**config.mk**
```make
export PLATFORM = sky130hd
export DESIGN_NAME = uart_cmd_responder
export DESIGN_NICKNAME = d
export VERILOG_FILES = /design/src/rtl/uart_cmd_responder.sv
export SDC_FILE = /design/constraint.sdc
export NUM_CORES = 1
export LEC_CHECK = 0
export ABC_CLOCK_PERIOD_IN_PS = 3200
export CORE_UTILIZATION = 50
export CTS_CLUSTER_DIAMETER = 200
export DETAILED_ROUTE_END_ITERATION = 8
export GPL_ROUTABILITY_DRIVEN = 0
export PLACE_DENSITY_LB_ADDON = 0.1
export SYNTH_ARGS = -nofsm -noshare
export SYNTH_HDL_FRONTEND = slang
export SYNTH_SLANG_ARGS = --single-unit
```
**constraint.sdc**
```tcl
create_clock -name clk -period 3.2 [get_ports clk]
set_clock_uncertainty 0.05 [all_clocks]
set_input_delay 0.8 -clock clk [delete_from_list [all_inputs] [get_ports clk]]
set_output_delay 0.8 -clock clk [all_outputs]
set_load 0.02 [all_outputs]
```
**src/rtl/uart_cmd_responder.sv**
```systemverilog
`timescale 1ns/1ps
// Purpose : UART packet command responder; decodes register write/read packets
//           from a byte-level UART receiver and answers with one response byte.
// Latency : a byte reaches the decoder one cycle after it is captured; the
//           response leaves 3 cycles after the closing 0xEF is delivered
//           (EXEC, TX_REQ, then tx_send high), provided tx_ready is already 1.
// Backpressure: four-phase handshakes on both sides. rx_clear is held until
//           rx_valid falls. No new byte is taken while a response is pending
//           or being sent. tx_send is held until the transmitter drops
//           tx_ready.
//
// Ports:
//   clk       system clock, rising edge
//   rst       synchronous active-low reset
//   rx_data   received byte from the UART
//   rx_valid  level flag: a received byte is pending in the UART
//   rx_error  framing error for the pending byte
//   rx_clear  byte-consumed handshake back to the UART
//   tx_data   response byte to the UART transmitter
//   tx_send   transmit request, held until the transmitter goes busy
//   tx_ready  transmitter idle
//   reg_out   flattened register file; reg k at [k*WORD_LENGHT +: WORD_LENGHT]
//   busy      high whenever the command FSM is not idle
//   cmd_done  one-cycle pulse once the response byte has been transmitted
module uart_cmd_responder #(
    parameter int WORD_LENGHT    = 8,
    parameter int NUM_REGS       = 8,
    parameter int TIMEOUT_CYCLES = 5000000
) (
    input  logic                            clk,
    input  logic                            rst,
    input  logic [WORD_LENGHT-1:0]          rx_data,
    input  logic                            rx_valid,
    input  logic                            rx_error,
    output logic                            rx_clear,
    output logic [WORD_LENGHT-1:0]          tx_data,
    output logic                            tx_send,
    input  logic                            tx_ready,
    output logic [NUM_REGS*WORD_LENGHT-1:0] reg_out,
    output logic                            busy,
    output logic                            cmd_done
);

    localparam int IDXW = $clog2(NUM_REGS);
    localparam int TW   = $clog2(TIMEOUT_CYCLES + 1);

    // Protocol byte values, sized to the configured word length.
    localparam logic [WORD_LENGHT-1:0] SOF_BYTE  = WORD_LENGHT'(8'hFE);
    localparam logic [WORD_LENGHT-1:0] EOF_BYTE  = WORD_LENGHT'(8'hEF);
    localparam logic [WORD_LENGHT-1:0] CMD_WR    = WORD_LENGHT'(8'h01);
    localparam logic [WORD_LENGHT-1:0] CMD_RD    = WORD_LENGHT'(8'h02);
    localparam logic [WORD_LENGHT-1:0] RESP_ACK  = WORD_LENGHT'(8'hAA);
    localparam logic [WORD_LENGHT-1:0] RESP_NACK = WORD_LENGHT'(8'h55);
    localparam logic [WORD_LENGHT-1:0] NREGS_W   = WORD_LENGHT'(NUM_REGS);
    localparam logic [TW-1:0]          TMO_LAST  = TW'(TIMEOUT_CYCLES - 1);

    typedef enum logic [3:0] {
        IDLE,
        GET_CMD,
        GET_ADDR,
        GET_DATA,
        GET_END,
        EXEC,
        TX_REQ,
        TX_START,
        TX_DONE
    } state_t;

    state_t                 state;
    logic [WORD_LENGHT-1:0] regs [NUM_REGS];

    // Captured byte and its one-cycle delivery strobe.
    logic                   byte_vld;
    logic [WORD_LENGHT-1:0] byte_dat;
    logic                   byte_err;

    // Packet fields collected while decoding.
    logic                   is_write;
    logic [WORD_LENGHT-1:0] addr_q;
    logic [WORD_LENGHT-1:0] data_q;
    logic [WORD_LENGHT-1:0] resp;

    logic [TW-1:0]          tmo_cnt;

    logic                   rx_accept;
    logic                   in_pkt;
    logic                   tmo_hit;
    logic [IDXW-1:0]        addr_idx;

    // New bytes are only accepted while idle or mid-packet; during EXEC and
    // the transmit phase a pending byte is left in the UART until IDLE.
    assign in_pkt    = (state == GET_CMD) || (state == GET_ADDR) ||
                       (state == GET_DATA) || (state == GET_END);
    assign rx_accept = (state == IDLE) || in_pkt;
    assign tmo_hit   = (tmo_cnt == TMO_LAST);
    assign addr_idx  = addr_q[IDXW-1:0];

    always_comb begin
        reg_out = '0;
        for (int k = 0; k < NUM_REGS; k++) begin
            reg_out[k*WORD_LENGHT +: WORD_LENGHT] = regs[k];
        end
    end

    // Receive handshake. A byte is latched when rx_valid is seen with
    // rx_clear low; rx_clear then stays high until the UART withdraws
    // rx_valid, so each UART byte is delivered exactly once regardless of
    // how slowly the UART responds. A handshake already in progress is
    // always completed, even if the FSM has moved on to EXEC/TX.
    always_ff @(posedge clk) begin
        if (!rst) begin
            rx_clear <= 1'b0;
            byte_vld <= 1'b0;
            byte_dat <= '0;
            byte_err <= 1'b0;
        end else begin
            byte_vld <= 1'b0;
            if (!rx_clear) begin
                if (rx_valid && rx_accept) begin
                    byte_dat <= rx_data;
                    byte_err <= rx_error;
                    rx_clear <= 1'b1;
                    byte_vld <= 1'b1;
                end
            end else if (!rx_valid) begin
                rx_clear <= 1'b0;
            end
        end
    end

    // Command FSM, register file, inter-byte timeout and transmit handshake.
    always_ff @(posedge clk) begin
        if (!rst) begin
            state    <= IDLE;
            busy     <= 1'b0;
            cmd_done <= 1'b0;
            tx_send  <= 1'b0;
            tx_data  <= '0;
            tmo_cnt  <= '0;
            is_write <= 1'b0;
            addr_q   <= '0;
            data_q   <= '0;
            resp     <= '0;
            for (int i = 0; i < NUM_REGS; i++) begin
                regs[i] <= '0;
            end
        end else begin
            cmd_done <= 1'b0;

            // Counts idle cycles between packet bytes; any delivered byte
            // restarts the window.
            if (byte_vld || !in_pkt) begin
                tmo_cnt <= '0;
            end else begin
                tmo_cnt <= tmo_cnt + 1'b1;
            end

            case (state)
                IDLE: begin
                    // Noise and errored bytes are silently dropped while
                    // hunting for a start-of-packet.
                    if (byte_vld && !byte_err && (byte_dat == SOF_BYTE)) begin
                        state <= GET_CMD;
                        busy  <= 1'b1;
                    end
                end

                GET_CMD: begin
                    if (byte_vld) begin
                        if (!byte_err && ((byte_dat == CMD_WR) || (byte_dat == CMD_RD))) begin
                            is_write <= (byte_dat == CMD_WR);
                            state    <= GET_ADDR;
                        end else begin
                            resp  <= RESP_NACK;
                            state <= TX_REQ;
                        end
                    end else if (tmo_hit) begin
                        state <= IDLE;
                        busy  <= 1'b0;
                    end
                end

                GET_ADDR: begin
                    if (byte_vld) begin
                        if (byte_err) begin
                            resp  <= RESP_NACK;
                            state <= TX_REQ;
                        end else begin
                            addr_q <= byte_dat;
                            state  <= is_write ? GET_DATA : GET_END;
                        end
                    end else if (tmo_hit) begin
                        state <= IDLE;
                        busy  <= 1'b0;
                    end
                end

                GET_DATA: begin
                    if (byte_vld) begin
                        if (byte_err) begin
                            resp  <= RESP_NACK;
                            state <= TX_REQ;
                        end else begin
                            data_q <= byte_dat;
                            state  <= GET_END;
                        end
                    end else if (tmo_hit) begin
                        state <= IDLE;
                        busy  <= 1'b0;
                    end
                end

                GET_END: begin
                    if (byte_vld) begin
                        if (!byte_err && (byte_dat == EOF_BYTE)) begin
                            state <= EXEC;
                        end else begin
                            resp  <= RESP_NACK;
                            state <= TX_REQ;
                        end
                    end else if (tmo_hit) begin
                        state <= IDLE;
                        busy  <= 1'b0;
                    end
                end

                EXEC: begin
                    // Full address byte is range-checked so out-of-range
                    // addresses never alias onto a real register.
                    if (addr_q >= NREGS_W) begin
                        resp <= RESP_NACK;
                    end else if (is_write) begin
                        regs[addr_idx] <= data_q;
                        resp           <= RESP_ACK;
                    end else begin
                        resp <= regs[addr_idx];
                    end
                    state <= TX_REQ;
                end

                TX_REQ: begin
                    if (tx_ready) begin
                        tx_data <= resp;
                        tx_send <= 1'b1;
                        state   <= TX_START;
                    end
                end

                TX_START: begin
                    // Transmitter acknowledges by going busy.
                    if (!tx_ready) begin
                        tx_send <= 1'b0;
                        state   <= TX_DONE;
                    end
                end

                TX_DONE: begin
                    if (tx_ready) begin
                        cmd_done <= 1'b1;
                        state    <= IDLE;
                        busy     <= 1'b0;
                    end
                end

                default: begin
                    state   <= IDLE;
                    busy    <= 1'b0;
                    tx_send <= 1'b0;
                end
            endcase
        end
    end

endmodule

```
== Word-level counts from Yosys, hierarchy flattened ==
Memories as Yosys holds them, arrays and structs flattened. A register that Yosys moved wholly into a read port is not among the register bits.
Cells that the tools add are included.
Storage, ports and cells
  memory bits (writable): 64
  register bits: 74
  word-level logic and storage cells: 126
  bits of input ports: 13
  output and inout port bits: 76
  memories: 1
Operators by class
  muxes and demuxes: 47
  reductions and logical operators: 32
  equal/unequal tests: 25
  bitwise logic cells: 5
  add/sub/neg operators: 1
  order comparisons: 1
Memories
  regs: depth 8, bits a word 8, rd ports 9, clocked after Yosys merged registers in 1, write ports 8, line 70  | logic [WORD_LENGHT-1:0] regs [NUM_REGS];
Operator list (number)
  2-to-1 mux 8 bit: 9
  2-to-1 mux 4 bit: 9
  case mux 4 bit (9 select lines): 1
  case mux 8 bit (4 select lines): 1
  adder 23 x 1 -> 23 bit (second input constant): 1
  equality test 23 bit (second input constant): 1
  2-to-1 mux 3 bit: 6
  2-to-1 mux 1 bit: 17
  equality test 4 x 3 -> 1 bit (second input constant): 4
  equality test 8 bit (second input constant): 2
  inequality test 2 bit (second input constant): 8
  AND reduction 3 bit: 4
  equality test 4 x 2 -> 1 bit (second input constant): 2
  equality test 8 x 1 -> 1 bit (second input constant): 1
  equality test 8 x 2 -> 1 bit (second input constant): 1
  greater-or-equal comparator 8 x 4 -> 1 bit (second input constant): 1
  inequality test 2 x 1 -> 1 bit (second input constant): 4
  OR reduction 8 bit: 1
  AND reduction 7 bit: 1
  OR reduction 7 bit: 1
  logical OR 1 bit: 6
  AND reduction 2 bit: 3
  OR reduction 2 bit: 3
  logical AND 1 bit: 5
  other kinds (13): 19

== Logic depth before layout (Yosys ltp) ==
  word-level depth: 8
  gate-level depth with buffers: 7
  depth with buffers taken out: 6

== Least setup slack after synthesis ==
Ideal clock, no wire load.
  kind: in2reg
  start: input rst
  end: memory regs[1][0], enable pin
  slack: 932 ps
  path buffers: 0
  data required time: 2766 ps
  arrival: 1834 ps
  cell stages on the path: 3
  setup time: 384 ps
  cell sequence: nand2_1 -> or3_1 -> o21ai_0
RTL lines
  start: declaration: line 31  | input logic rst,
  end: declaration: line 70

==> results.md <==
- Outcome: finished, final reports clean
- Critical Path RT: 3230 ps
- Fin crit period: 2520 ps
- P&R area growth vs syn: 26.0%
- Post-Syn Instances: 558
- Most area-consuming cells after synthesis: edfxtp_1 30%, dfxtp_1 24%, and2_1 6.4%, mux4_2 5.6%, mux2i_1 4.4%
- Layout cells sized above 1: 11.4%
- FFs w/ async S/R, synth: 0%
- Critical Path Fanout Max: 14
- Antenna violations before repair: 0
- Worst Path Arrival: 2550 ps
- Vias/cell: 5.52
- PnR worst setup slack: 682 ps
- Worst-Margin Slew: 853 ps
- Cell accounting for the most synthesized area: edfxtp_1
- Wirelength per Cell: 17.8 um
- Slew headroom: 43.1%
- H-tree levels: 4
- Final antenna-violating net count: 0
- Synthesized area: 6390 um2
- Buffers on Ports: 88
- Worst hold-check path type: flip-flop to flip-flop
- Crit path kind: flip-flop to flip-flop
- Sequential cell area fraction in the yosys report: 54.2%
- Detailed Route Iter0 Violations: 341
- Clock transition at path regs: 60 ps
- Global route overflow: 0
- Power Density: 506 nW/um2
- Worst-path cell chain: and2b_1 > and4_1 > nand2_1 > nor3_2 > nand2b_1
- Final period util: 78.7%
- DR DRC count: 0
- Sum of negative setup slack: 0 ps
- Max VDD drop: 0.000370 V
- Final wirelength: 14800 um
- Dpl ws: 683 ps
- DIE AREA: 13200 um2
- Via count: 4596
- # diodes: 0
- Post-CTS Setup Bufs: 0
- Synth top area share: 30.1%
- Number of core rows: 40
- DP Wirelength: 10500 um
- CP Launch Type: flip-flop
- CORE AREA: 12200 um2
- Ys flop type: dfxtp_1
- RSZ-0062 raised after global routing: no
- Total Routing Usage GR: 24.0%
- TritonCTS Buffers: 17
- Syn Nets: 572
- Setup violators final: 0
- Die Y-Extent: 115 um
- Avg Cell Area, Syn: 11.4 um2
- Initial Util: 52.3%
- Final hold violation count: 0
- Final-report max-slew violation count: 0
- Total chip power: 0.00407 W
- Cell leakage power: 2.86 nW
- First-pass GRT wire length: 23400 um
- Largest net degree at the start of global routing: 55
- Fmax: 397 MHz
- Cts repair resizes: 0
- Nets: 666
- FF+latch count, synth: 141
- Vias in the first global route: 4293
- Bufs and invs on worst path: 0
- Worst-skew pair later-pin latency: 420 ps
- Hold-fix buffers, CTS: 0
- Critical path's largest stage delay: 460 ps
- Yosys cell types: 60
- CTS tree: yes
- Die W: 115 um
- Longest Clk Path Bufs: 2
- Synth Warn #: 0
- Crit path max-delay family: simple AND/OR/NAND/NOR gates
- CP max stage cell: dfxtp_1
- Max-cap violations: 0
- Commonest non-fill, non-tap cell in the layout: clkdlybuf4s50_1
- Critical Path Sink Type: flip-flop
- Drt pass-1 iters: 5
- Ports: 89
- Most frequent cells in the layout: 87 x clkdlybuf4s50_1, 77 x dfxtp_1, 65 x and2_1
- Clk sinks: 141
- Root Buffer: clkbuf_16
- Post-synth EDFFs: 64
-- cell type report --
type,instances,area [um2]
clock buffers,20,458
clock inverters,12,119
fillers,951,4170
inverters,4,15.0
multi-input cells,384,2780
flip-flops and latches,141,3460
well taps,168,210
repair buffers,104,996
-- kinds of logic after synthesis --
kind of cell | Yosys count | synth area share [%]
fa+ha+maj | 1 | 0.196
xor+xnor | 22 | 3.02
mux | 44 | 10.0
simple gates | 266 | 24.3
compound gates | 51 | 5.99
flops | 141 | 54.2
buf+inv | 33 | 2.29
-- layer usage --
layer / wire (um) / GRT usage [%] / part of all wire (%) / up-vias
met1: 6660 / 33.8 / 45 / 2214
met5: 0 / 0 / 0 / -
met2: 6980 / 36.6 / 47 / 158
li1: - / - / - / 2207
met4: 240 / 8.92 / 1.6 / 0
met3: 908 / 4.96 / 6.1 / 17
-- path summary, 6_finish.rpt --
path | startpoint | to | slack (ps) | cells after the start
max | state[3] | regs[3][7] | 680 | 5
min | tmo_cnt[0] | tmo_cnt[0] | 410 | 1
max reg2reg | state[3] | regs[3][7] | 680 | 5
min reg2reg | tmo_cnt[0] | tmo_cnt[0] | 410 | 1
-- stage by stage --
stage | area, um2 | utilization (%) | hold slack, ps | std cells
2_1_floorplan | 6390 | - | 376 | 558
3_3_place_gp | 7470 | 61.2 | 391 | 801
3_5_place_dp | 7470 | 61.2 | 400 | 801
4_1_cts | 8050 | 65.9 | 415 | 833
5_1_grt | 8050 | 65.9 | 439 | 833
6_report | 8050 | 65.9 | 412 | 833
-- power breakdown --
group | internal, W | switching (W)
combinational | 0.000100 | 0.000105
clock | 0.00118 | 0.000732
sequential | 0.00192 | 0.0000348
-- flip-flops by register name (all words and copies together), names as in the netlist, named ones only --
| name | flops |
|---|---|
| byte_dat | 8 |
| tmo_cnt | 23 |
| tx_send | 1 |
| data_q | 8 |
| tx_data | 8 |
| byte_err | 1 |
| busy | 1 |
| regs | 64 |
| resp | 8 |
| state | 4 |
| is_write | 1 |
| addr_q | 8 |
| cmd_done | 1 |
| byte_vld | 1 |
| rx_clear | 1 |
-- cell usage after synthesis (2+ instances only) --
| cell type | count |
|---|---|
| o22ai_1 | 5 |
| nand3_1 | 21 |
| inv_1 | 4 |
| nand4_1 | 8 |
| nor2_1 | 42 |
| edfxtp_1 | 64 |
| o31ai_1 | 2 |
| nor4_1 | 7 |
| buf_2 | 12 |
| xnor2_1 | 12 |
| nor2b_1 | 34 |
| nand3b_1 | 4 |
| dfxtp_1 | 77 |
| and2b_1 | 2 |
| nor4_2 | 2 |
| nor2_2 | 2 |
| mux4_2 | 16 |
| nor4b_1 | 4 |
| a21oi_1 | 5 |
| and4_1 | 3 |
| and3_1 | 2 |
| clkbuf_1 | 13 |
| a21boi_0 | 11 |
| and2_1 | 65 |
| xor2_1 | 10 |
| buf_1 | 3 |
| nand2_1 | 34 |
| nand4b_1 | 2 |
| nand2b_1 | 8 |
| o21ai_0 | 6 |
| or3_1 | 4 |
| a211oi_1 | 8 |
| mux2i_1 | 28 |
| nor3_1 | 12 |
No activity file was read; power rests on OpenSTA's default activity.
